<file path="src/rtl/mm_timer_pkg.sv">
// Shared constants for the memory-mapped timer bank: register offsets, CTL/STAT bit
// positions and the per-channel address stride.
package mm_timer_pkg;

  // Word offsets inside a channel block (abus[3:2])
  localparam logic [1:0] OFF_CNT  = 2'd0;
  localparam logic [1:0] OFF_LIM  = 2'd1;
  localparam logic [1:0] OFF_CTL  = 2'd2;
  localparam logic [1:0] OFF_STAT = 2'd3;

  // CTL bits
  localparam int unsigned CTL_EN = 0;
  localparam int unsigned CTL_AR = 1;
  localparam int unsigned CTL_IE = 2;

  // STAT bits
  localparam int unsigned STAT_RDY = 0;
  localparam int unsigned STAT_OVR = 1;

  // Byte distance between consecutive channel blocks
  localparam int unsigned CH_STRIDE = 16;

endpackage

</file>
<file path="src/rtl/mm_timer_chan.sv">
// One timer channel: CNT/LIM/CTL/STAT registers, tick-driven counting with optional
// auto-reload, sticky ready/overrun flags and a per-channel interrupt request.
module mm_timer_chan
  import mm_timer_pkg::*;
#(
  parameter int unsigned DBITS = 32
) (
  input  logic             clk,
  input  logic             rst,
  input  logic             tick_i,
  input  logic             we_i,
  input  logic [1:0]       off_i,
  input  logic [DBITS-1:0] wdata_i,
  output logic [DBITS-1:0] rdata_o,
  output logic             irq_o
);

  logic [DBITS-1:0] cnt_q, cnt_d;
  logic [DBITS-1:0] lim_q, lim_d;
  logic             en_q, en_d;
  logic             ar_q, ar_d;
  logic             ie_q, ie_d;
  logic             rdy_q, rdy_d;
  logic             ovr_q, ovr_d;
  logic             hit;

  // Next state: tick effects from pre-write values, then CPU writes override CNT/LIM/CTL;
  // a hardware set of STAT beats a same-cycle write-1-to-clear.
  always_comb begin
    cnt_d = cnt_q;
    lim_d = lim_q;
    en_d  = en_q;
    ar_d  = ar_q;
    ie_d  = ie_q;
    rdy_d = rdy_q;
    ovr_d = ovr_q;
    hit   = tick_i && en_q && (cnt_q == lim_q);

    if (tick_i && en_q) begin
      if (cnt_q == lim_q) begin
        cnt_d = '0;
        if (!ar_q) en_d = 1'b0;
      end else begin
        cnt_d = cnt_q + DBITS'(1);
      end
    end

    if (we_i && (off_i == OFF_STAT)) begin
      if (wdata_i[STAT_RDY]) rdy_d = 1'b0;
      if (wdata_i[STAT_OVR]) ovr_d = 1'b0;
    end
    if (hit) begin
      rdy_d = 1'b1;
      if (rdy_q) ovr_d = 1'b1;
    end

    if (we_i) begin
      unique case (off_i)
        OFF_CNT: cnt_d = wdata_i;
        OFF_LIM: lim_d = wdata_i;
        OFF_CTL: begin
          en_d = wdata_i[CTL_EN];
          ar_d = wdata_i[CTL_AR];
          ie_d = wdata_i[CTL_IE];
        end
        default: ;
      endcase
    end
  end

  // State registers, cleared asynchronously
  always_ff @(posedge clk or posedge rst) begin
    if (rst) begin
      cnt_q <= '0;
      lim_q <= '0;
      en_q  <= 1'b0;
      ar_q  <= 1'b0;
      ie_q  <= 1'b0;
      rdy_q <= 1'b0;
      ovr_q <= 1'b0;
    end else begin
      cnt_q <= cnt_d;
      lim_q <= lim_d;
      en_q  <= en_d;
      ar_q  <= ar_d;
      ie_q  <= ie_d;
      rdy_q <= rdy_d;
      ovr_q <= ovr_d;
    end
  end

  // Combinational register read; unused CTL/STAT bits read as zero
  always_comb begin
    rdata_o = '0;
    unique case (off_i)
      OFF_CNT: rdata_o = cnt_q;
      OFF_LIM: rdata_o = lim_q;
      OFF_CTL: begin
        rdata_o[CTL_EN] = en_q;
        rdata_o[CTL_AR] = ar_q;
        rdata_o[CTL_IE] = ie_q;
      end
      OFF_STAT: begin
        rdata_o[STAT_RDY] = rdy_q;
        rdata_o[STAT_OVR] = ovr_q;
      end
    endcase
  end

  assign irq_o = rdy_q & ie_q;

endmodule

</file>
<file path="src/rtl/mm_timer_bank.sv">
// Multi-channel memory-mapped timer on the wired-OR data bus. Holds the shared prescaler,
// address decode and read OR-mux; channels live in mm_timer_chan.
// Optional macro MM_TIMER_PRESCALE_REG_EN adds a writable PDIV (terminal count) register
// at BASE_ADDR + 16*NUM_CH; without it the terminal count is fixed at CLK_DIV-1.
module mm_timer_bank
  import mm_timer_pkg::*;
#(
  parameter int unsigned      DBITS     = 32,
  parameter int unsigned      NUM_CH    = 4,
  parameter logic [DBITS-1:0] BASE_ADDR = 32'hF0000020,
  parameter int unsigned      CLK_DIV   = 50000,
  parameter int unsigned      PDIV_BITS = 16
) (
  input  logic             clk,
  input  logic             rst,
  input  logic [DBITS-1:0] abus,
  input  logic [DBITS-1:0] dbus_in,
  input  logic             wren,
  output logic [DBITS-1:0] dbus_out,
  output logic             irq,
  output logic             tick
);

  localparam logic [PDIV_BITS-1:0] TERM_RST = PDIV_BITS'(CLK_DIV - 1);

  logic [DBITS-1:0]     rel;
  logic [DBITS-1:0]     blk;
  logic [1:0]           off;
  logic                 word_ok;
  logic [NUM_CH-1:0]    chan_sel;
  logic [NUM_CH-1:0]    chan_irq;
  logic [DBITS-1:0]     chan_rdata [NUM_CH];

  logic [PDIV_BITS-1:0] pdiv_q, pdiv_d;
  logic                 tick_q, tick_d;
  logic [PDIV_BITS-1:0] term;
  logic [PDIV_BITS-1:0] term_nxt;

  // Address decode relative to the bank base; wrap-around keeps below-base addresses unmapped
  assign rel     = abus - BASE_ADDR;
  assign blk     = rel / DBITS'(CH_STRIDE);
  assign off     = rel[3:2];
  assign word_ok = (abus[1:0] == 2'b00);

`ifdef MM_TIMER_PRESCALE_REG_EN
  logic                 pdiv_sel;
  logic [PDIV_BITS-1:0] term_q;

  assign pdiv_sel = word_ok && (blk == DBITS'(NUM_CH)) && (off == 2'd0);
  assign term     = term_q;
  assign term_nxt = (wren && pdiv_sel) ? dbus_in[PDIV_BITS-1:0] : term_q;

  // Terminal-count register
  always_ff @(posedge clk or posedge rst) begin
    if (rst) term_q <= TERM_RST;
    else     term_q <= term_nxt;
  end
`else
  assign term     = TERM_RST;
  assign term_nxt = TERM_RST;
`endif

  // Prescaler next state; tick is registered so it is high exactly while pdiv == term
  always_comb begin
    pdiv_d = (pdiv_q == term) ? '0 : pdiv_q + PDIV_BITS'(1);
`ifdef MM_TIMER_PRESCALE_REG_EN
    if (wren && pdiv_sel) pdiv_d = '0;
`endif
    tick_d = (pdiv_d == term_nxt);
  end

  // Prescaler registers
  always_ff @(posedge clk or posedge rst) begin
    if (rst) begin
      pdiv_q <= '0;
      tick_q <= 1'b0;
    end else begin
      pdiv_q <= pdiv_d;
      tick_q <= tick_d;
    end
  end

  assign tick = tick_q;

  for (genvar c = 0; c < NUM_CH; c++) begin : g_chan
    assign chan_sel[c] = word_ok && (blk == DBITS'(c));

    mm_timer_chan #(
      .DBITS(DBITS)
    ) u_chan (
      .clk    (clk),
      .rst    (rst),
      .tick_i (tick_q),
      .we_i   (wren && chan_sel[c]),
      .off_i  (off),
      .wdata_i(dbus_in),
      .rdata_o(chan_rdata[c]),
      .irq_o  (chan_irq[c])
    );
  end

  // Read OR-mux; drives zero whenever nothing in the bank is addressed
  always_comb begin
    dbus_out = '0;
    for (int c = 0; c < NUM_CH; c++) begin
      if (chan_sel[c]) dbus_out = dbus_out | chan_rdata[c];
    end
`ifdef MM_TIMER_PRESCALE_REG_EN
    if (pdiv_sel) dbus_out = dbus_out | DBITS'(term_q);
`endif
  end

  assign irq = |chan_irq;

endmodule
</file>
<file path="config.mk">
export PLATFORM = sky130hd
export DESIGN_NAME = mm_timer_bank
export DESIGN_NICKNAME = d
export VERILOG_FILES = /design/src/rtl/mm_timer_pkg.sv /design/src/rtl/mm_timer_chan.sv /design/src/rtl/mm_timer_bank.sv
export SDC_FILE = /design/constraint.sdc
export NUM_CORES = 1
export LEC_CHECK = 0
export CORE_MARGIN = 2
export CORE_UTILIZATION = 45
export CTS_BUF_LIST = sky130_fd_sc_hd__clkbuf_16
export CTS_CLUSTER_SIZE = 14
export DETAILED_ROUTE_END_ITERATION = 10
export PLACE_DENSITY = 0.68
export SKIP_CTS_REPAIR_TIMING = 1
export SYNTH_ARGS = -nofsm -noshare
export SYNTH_HDL_FRONTEND = slang
export SYNTH_SLANG_ARGS = --single-unit
</file>
<file path="constraint.sdc">
create_clock -name clk -period 12.2 [get_ports clk]
set_input_delay 2.44 -clock clk [delete_from_list [all_inputs] [get_ports clk]]
set_output_delay 2.44 -clock clk [all_outputs]
set_load 0.005 [all_outputs]
</file>
* Word level (Yosys, flattened, before mapping) *
Index checks and enable logic that the tools add are counted.

cells by class
  add/subtract/negate cells = 6
  $mul = 0
  div/mod/pow operators = 0
  magnitude comparators = 0
  equality and inequality tests = 12
  shift-type cells = 0
  muxes and demuxes = 78
  bitwise operators = 7
  reduce and logical (&&, ||, !) cells = 44

operators with widths
  operator                                                           number
  32-bit 2-to-1 mux                                                  20
  29-bit case mux with 2 select lines                                4
  32-bit by 1-bit adder with 32-bit output (second input constant)   4
  32-bit == test                                                     4
  32-bit OR                                                          3
  28-bit by 2-bit == test with 1-bit output (second input constant)  2
  1-bit 2-to-1 mux                                                   45
  16-bit == test (second input constant)                             2
  32-bit zero test                                                   1
  2-bit case mux with 4 select lines                                 4
  32-bit subtractor (second input constant)                          1
  28-bit by 1-bit == test with 1-bit output (second input constant)  1
  2-bit AND reduction                                                12
  1-bit logical AND                                                  20
  16-bit by 1-bit adder with 16-bit output (second input constant)   1
  16-bit 2-to-1 mux                                                  1
  2-bit nonzero test                                                 8
  1-bit case mux with 3 select lines                                 4
  1-bit AND                                                          4
  2-bit == test (second input constant)                              2
  2-bit zero test                                                    2
  4-bit OR reduction                                                 1
  2-bit by 1-bit == test with 1-bit output (second input constant)   1

word-level totals
  bits in registers = 293
  latch bits = 0
  memory bits (writable) = 0
  bits in read-only memories = 0
  input port bits = 67
  output and inout bits = 34
  logic and storage cells = 177
  memories = 0

* Depth between registers and ports, before layout *
  depth after elaboration = 10
  gate-level depth with buffers = 13
  depth with buffers taken out = 9

* Hierarchy *
A second synthesis with hierarchy kept.

second synthesis, totals
  cells, all modules = 1,962
  area, all modules = 19,737.7 um2

by module, submodules not included
  module         instances  cells each  area each (um2)
  mm_timer_chan  4          434         4,372.9
  mm_timer_bank  1          226         2,245.9

* Worst setup path before layout *
No wires, ideal clock.

  path type = input to output
  start = in abus[5]
  end = out dbus_out[2]
  arrival = 5.049 ns
  required time = 9.760 ns
  path slack = 4.711 ns
  stages = 11
  buffers on the path = 2
  path through = clkbuf_1 > inv_1 > ha_1 > o21bai_1 > a311oi_1 > a31oi_1 > or4_1 > a2111oi_0 > nand4_1 > clkbuf_1 > a211oi_1

on the way
  longest elaborated chain between the ends = 10
  elaborated cells between the ends (all ways) = 16

ends and longest elaborated chain
  element                line                  text
  start: declaration     mm_timer_bank.sv:16   input logic [DBITS-1:0] abus,
  32-bit subtractor (*)  mm_timer_bank.sv:40   assign rel = abus - BASE_ADDR;
  32-bit zero test       mm_timer_bank.sv:86   assign chan_sel[c] = word_ok && (blk == DBITS'(c));
  1-bit logical AND      mm_timer_bank.sv:86
  32-bit 2-to-1 mux      mm_timer_bank.sv:106  if (chan_sel[c]) dbus_out = dbus_out | chan_rdata[c];
  32-bit OR              mm_timer_bank.sv:106
  32-bit 2-to-1 mux      mm_timer_bank.sv:106
  32-bit OR              mm_timer_bank.sv:106
  32-bit 2-to-1 mux      mm_timer_bank.sv:106
  32-bit OR              mm_timer_bank.sv:106
  32-bit 2-to-1 mux (*)  mm_timer_bank.sv:106
  end: declaration       mm_timer_bank.sv:19   output logic [DBITS-1:0] dbus_out,

Mark *: on every way between the ends. The rest lies on a longest branch, timed or not.

* Worst setup path in the final report *
  start = in abus[5]
  end = out dbus_out[22]

The elaborated chain is that of the path after synthesis.

==> results.txt <==
# DRC -> 0
I/O Buffers -> 100
Asr flop ratio synth -> 100%
Total Power -> 2.08 mW
CTS sink count -> 293
Most frequent cells after synthesis -> 293 x dfrtp_1, 270 x nand2_1, 182 x xnor2_1
Placed cell areas -> 19800 um^2
Yosys top cell area share -> 39.5%
Fin crit share -> 76.8%
Tot GR Track Use -> 26.5%
Placement Setup Slack -> 2.81 ns
Clk root buf -> clkbuf_16
Fin nets -> 1917
WL final -> 56900 um
Ratio of cells with drive above 1 in the final layout -> 16.4%
First-pass GRT wire length -> 87900 um
Crit. End Element -> primary output
Row cnt -> 74
Post-Route Skew -> 0.0157 ns
MaxCap Viol Count -> 0
Post-route ant nets -> 0
XOR/XNOR share of the synthesized area -> 12.1%
Crit path arrival time -> 6.93 ns
Chip width -> 207 um
Tmin final -> 9.37 ns
Area of the mapped netlist -> 18600 um^2
Syn-to-layout area delta -> 12.3%
Largest net degree at the start of global routing -> 178
HP Class -> reg -> reg
FF+latch count, synth -> 293
I/O pins -> 101
Highest-delay cell along the critical path -> nand4_1
Crit path top cell by count -> buf_4
Fmax -> 107 MHz
Crit path largest cell delay -> 0.60 ns
Mux share of post-synthesis cell area -> 21.2%
Initial DRC count -> 1432
Setup CP Type -> in -> out
Worst Path Max Fanout -> 39
Synth Flop Type -> dfrtp_1
Yosys warning total -> 0
Vias/cell -> 6.07
H-tree lvl count -> 2
Synth cell types -> 60
Post-synthesis simple-gate area fraction -> 18.4%
Fin Hold WS -> 0.509 ns
Clk Latency, worst-skew pair -> 0.53 ns
Seq/Total Area, Yosys -> 39.5%
Leakage power -> 9.29 nW
Cell count after synthesis -> 1805
DP Wirelength -> 40100 um
Measured slew at the worst slew-check pin -> 1.22 ns
VDD IR max -> 0.0858 mV
Data required time at the worst endpoint -> 9.76 ns
RSZ-0062 raised after global routing -> no
Final setup TNS -> 0 ns
Final GP Congestion -> 0.917
Worst slew margin -> 18.5%
Vias in the first global route -> 14.4k
Post-route cell area -> 20800 um^2
Final worst slack -> 2.83 ns
Fin. Hold Viols -> 0
CTS tree -> done
Count leader, synth -> dfrtp_1
Final setup vio count -> 0
Clock buffer depth -> 3
CP Launch Type -> input port
Power Density -> 99.7 nW/um^2
Number of flops mapped to enable cells by yosys -> 0
Post-synthesis adder-cell area fraction -> 0.472%
Inserted Clock Buffers -> 34
Routed vias -> 14.6k
Synth Area in Compound Gates -> 4.69%
Die H -> 207 um
Core Region -> 40700 um^2
Max Slew Vio Count -> 0
Number of iterations in the first detailed-routing pass -> 5
Cells along the critical path -> buf_4 -> inv_1 -> ha_1 -> o21bai_1 -> a311oi_1 -> a31oi_1 -> or4_1 -> a2111oi_0 -> nand4_1 -> buf_4 -> nor3_1 -> clkdlybuf4s50_1
Avg Synthesized Cell Area -> 10.3 um^2
Antenna violations before repair -> 1
GRT overflow -> 0
Synth top area cells -> dfrtp_1 40%, xnor2_1 8.6%, mux4_2 8.4%
Clock transition at the registers of the reported paths -> 0.06 ns
Initial core utilization -> 45.5%
Status -> finished, final reports clean
Main combinational cell family by area after synthesis -> multiplexers
Syn nets -> 1879
Avg WL per Cell -> 23.7 um
Synth area leader -> dfrtp_1
Total die area -> 42900 um^2
per-stage QoR:
| step | utilization (%) | instances |
|---|---|---|
| floorplan | - | 1805 |
| global placement | 48.6 | 2339 |
| detailed placement | 48.6 | 2339 |
| CTS | 51.2 | 2400 |
| global route | 51.2 | 2401 |
| finish | 51.2 | 2401 |
per-layer routing:
| layer | global-route usage [%] | share of wire [%] | up-vias |
|---|---|---|---|
| met4 | 9.48 | 3.8 | 0 |
| met1 | 37.3 | 42 | 7306 |
| met2 | 40.9 | 46 | 665 |
| met3 | 4.79 | 8.2 | 104 |
| li1 | - | - | 6509 |
| met5 | 0 | 0 | - |
state kept, by name (all words and copies together) (netlist names):
register             flops
g_chan.u_chan.lim_q    128
g_chan.u_chan.cnt_q    128
g_chan.u_chan.ar_q       4
tick                     1
g_chan.u_chan.ie_q       4
g_chan.u_chan.ovr_q      4
pdiv_q                  16
g_chan.u_chan.en_q       4
g_chan.u_chan.rdy_q      4
cell type report:
cell class,instances,area (um^2)
antenna,1,2.50
clock buffer,37,926
clock inverter,24,108
fill,3643,19900
inverter,40,158
multi-input combinational,1360,10500
sequential,293,7330
tap,532,666
timing repair buffer,114,1100
final timing paths:
check	from	end	slack, ns	depth (start not counted)
min reg2reg	g_chan[2].u_chan.ovr_q	g_chan[2].u_chan.ovr_q	0.51	1
min	g_chan[2].u_chan.ovr_q	g_chan[2].u_chan.ovr_q	0.51	1
min in group asynchronous	rst	g_chan[2].u_chan.lim_q[27]	2.46	2
max	abus[5]	dbus_out[22]	2.83	12
max reg2reg	g_chan[2].u_chan.cnt_q[6]	g_chan[2].u_chan.cnt_q[29]	8.67	7
max in group asynchronous	rst	g_chan[1].u_chan.lim_q[15]	8.20	3
power by group:
group / internal, mW / total, mW / switching [mW]
logic: 0.0485 / 0.138 / 0.0899
clock network: 0.545 / 0.967 / 0.422
registers: 0.972 / 0.972 / 0.0000514
logic make-up (layout without fill, tap and decap cells):
| family | Yosys count | count (layout) |
|---|---|---|
| AO/OA/AOI/OAI | 147 | 147 |
| XOR/XNOR | 256 | 256 |
| adder cells (fa/ha/maj) | 7 | 7 |
| buffers and inverters | 152 | 215 |
| flip-flops | 293 | 293 |
| multiplexers | 261 | 261 |
| other | 0 | 1 |
| AND/OR/NAND/NOR | 689 | 689 |
worst max-delay path, delay by kind of cell:
| kind | cells | cell delay, ns |
|---|---|---|
| adder cells (fa/ha/maj) | 1 | 0.33 |
| AND/OR/NAND/NOR | 3 | 1.39 |
| buffers and inverters | 4 | 1.73 |
| AO/OA/AOI/OAI | 4 | 0.99 |
placed cells by master, fill, tap and decap left out, types with 11 or more instances in the layout:
master,n
a21o_1,14
a21oi_1,11
and3_1,19
and4_1,18
buf_4,15
clkbuf_16,37
clkdlybuf4s50_1,96
dfrtp_1,293
inv_1,46
mux2_2,82
mux2_4,70
mux2i_1,37
mux4_2,69
nand2_1,270
nand3_1,87
nand4_1,68
nor2_1,63
nor3_1,84
nor4_1,29
o21ai_0,91
xnor2_1,182
xor2_1,74
(Power assumes the default switching activity.)
==> RTL edit, RTL diff (same settings) <==
Change the parameter `PDIV_BITS` from 16 to 32.
--- a/src/rtl/mm_timer_bank.sv
+++ b/src/rtl/mm_timer_bank.sv
@@ -11,3 +11,3 @@
   parameter int unsigned      CLK_DIV   = 50000,
-  parameter int unsigned      PDIV_BITS = 16
+  parameter int unsigned      PDIV_BITS = 32
 ) (
Check against the original RTL: no difference found for any inputs over 4 cycles, from zero or initial values and one cycle with rst high; that may be too few to reach the edited logic, so the function may still have changed.
==> RTL edit against the original RTL <==
Sequential share of layout area barely moved. Count of clock-buffer cells in the layout increased by 1. Power increased by 7.4%. Worst setup slack better by 160 ps. Area after synthesis is 4.9% higher. Wire length grew 7.7%. Sequential cell count up 16. Largest cell class unchanged. Cell area up 5.5%.
==> RTL edit: results (changes against the original RTL) <==
- DP HPWL: 42900 um (was 40100 um)
- Grt met3 use: 5.76% (was 4.79%)
- Ranking of synthesized cells by area: dfrtp_1 (40%), mux4_2 (7.5%), xnor2_1 (7.2%) (was dfrtp_1 (40%), xnor2_1 (8.6%), mux4_2 (8.4%))
- R2R setup slack: 8810 ps (was 8670 ps)
- Yosys cell types: 59 (was 60)
- Maximum number of pins on one net before global-route repair: 97 (was 178)
- Crit path max fanout: 26 (was 39)
- Met1 GRT Util: 39.1% (was 37.3%)
- Final Non-Filler Cells: 2510 (was 2401)
- First-pass DRT Iterations: 6 (was 5)
- CTS Buf Count: 37 (was 34)
- Xor/xnor share of the synthesized area: 12.3% (was 12.1%)
- Fin nets: 1974 (was 1917)
- Crit path DAT: 6770 ps (was 6930 ps)
- Dpl ws: 3100 ps (was 2810 ps)
- Slowest cell on crit path: or2_2 (was nand4_1)
- Routed wl met3: 5480 um (was 4650 um)
- WL met2: 27100 um (was 26100 um)
- Max VDD drop: 84.9 uV (was 85.8 uV)
- Gp weighted congestion: 0.958 (was 0.917)
- Setup crit start: abus[7] (was abus[5])
- Synth Area in Adders: 0.386% (was 0.472%)
- Final Skew: 30.0 ps (was 15.7 ps)
- Min-delay src: pdiv_q[16] (was g_chan[2].u_chan.ovr_q)
- Antenna violations before repair: 0 (was 1)
- Largest regs: g_chan.u_chan.cnt_q (128), g_chan.u_chan.lim_q (128), pdiv_q (32) (was g_chan.u_chan.cnt_q (128), g_chan.u_chan.lim_q (128), pdiv_q (16))
- Run status: finished clean (unchanged)
- M1 WL: 26200 um (was 24000 um)
- Layout cells sized above 1: 16.3% (was 16.4%)
- Worst path max stage delay: 840 ps (was 600 ps)
## RTL edit: cell types whose count changed in the layout (fill, tap and decap cells not counted), sizes merged, moves of 12 or more
cell   unedited run  this run
inv              47        35
xnor2           182       161
a21o             14        86
dfrtp           293       309
nor3             86       111
xor2             74       113
o21ai            91        56
a21oi            11        46
or3               7        25
nand2           270       187
nand3            88        74
mux2i            37        15
## RTL edit: power breakdown
part	switching (W)	total (W)	leakage (nW)	internal (W)
sequential	0.00000000878	0.00103	3.70	0.00103
combinational	0.0000939	0.000142	4.71	0.0000478
clock	0.000458	0.00106	0.595	0.000606
## RTL edit: cell type report
class,instances,area (um2)
well taps,585,732
clock inverters,25,181
clock buffers,38,951
fillers,3821,20900
repair buffers,122,1160
inverters,22,90.1
flip-flops and latches,309,7730
multi-input cells,1409,11200
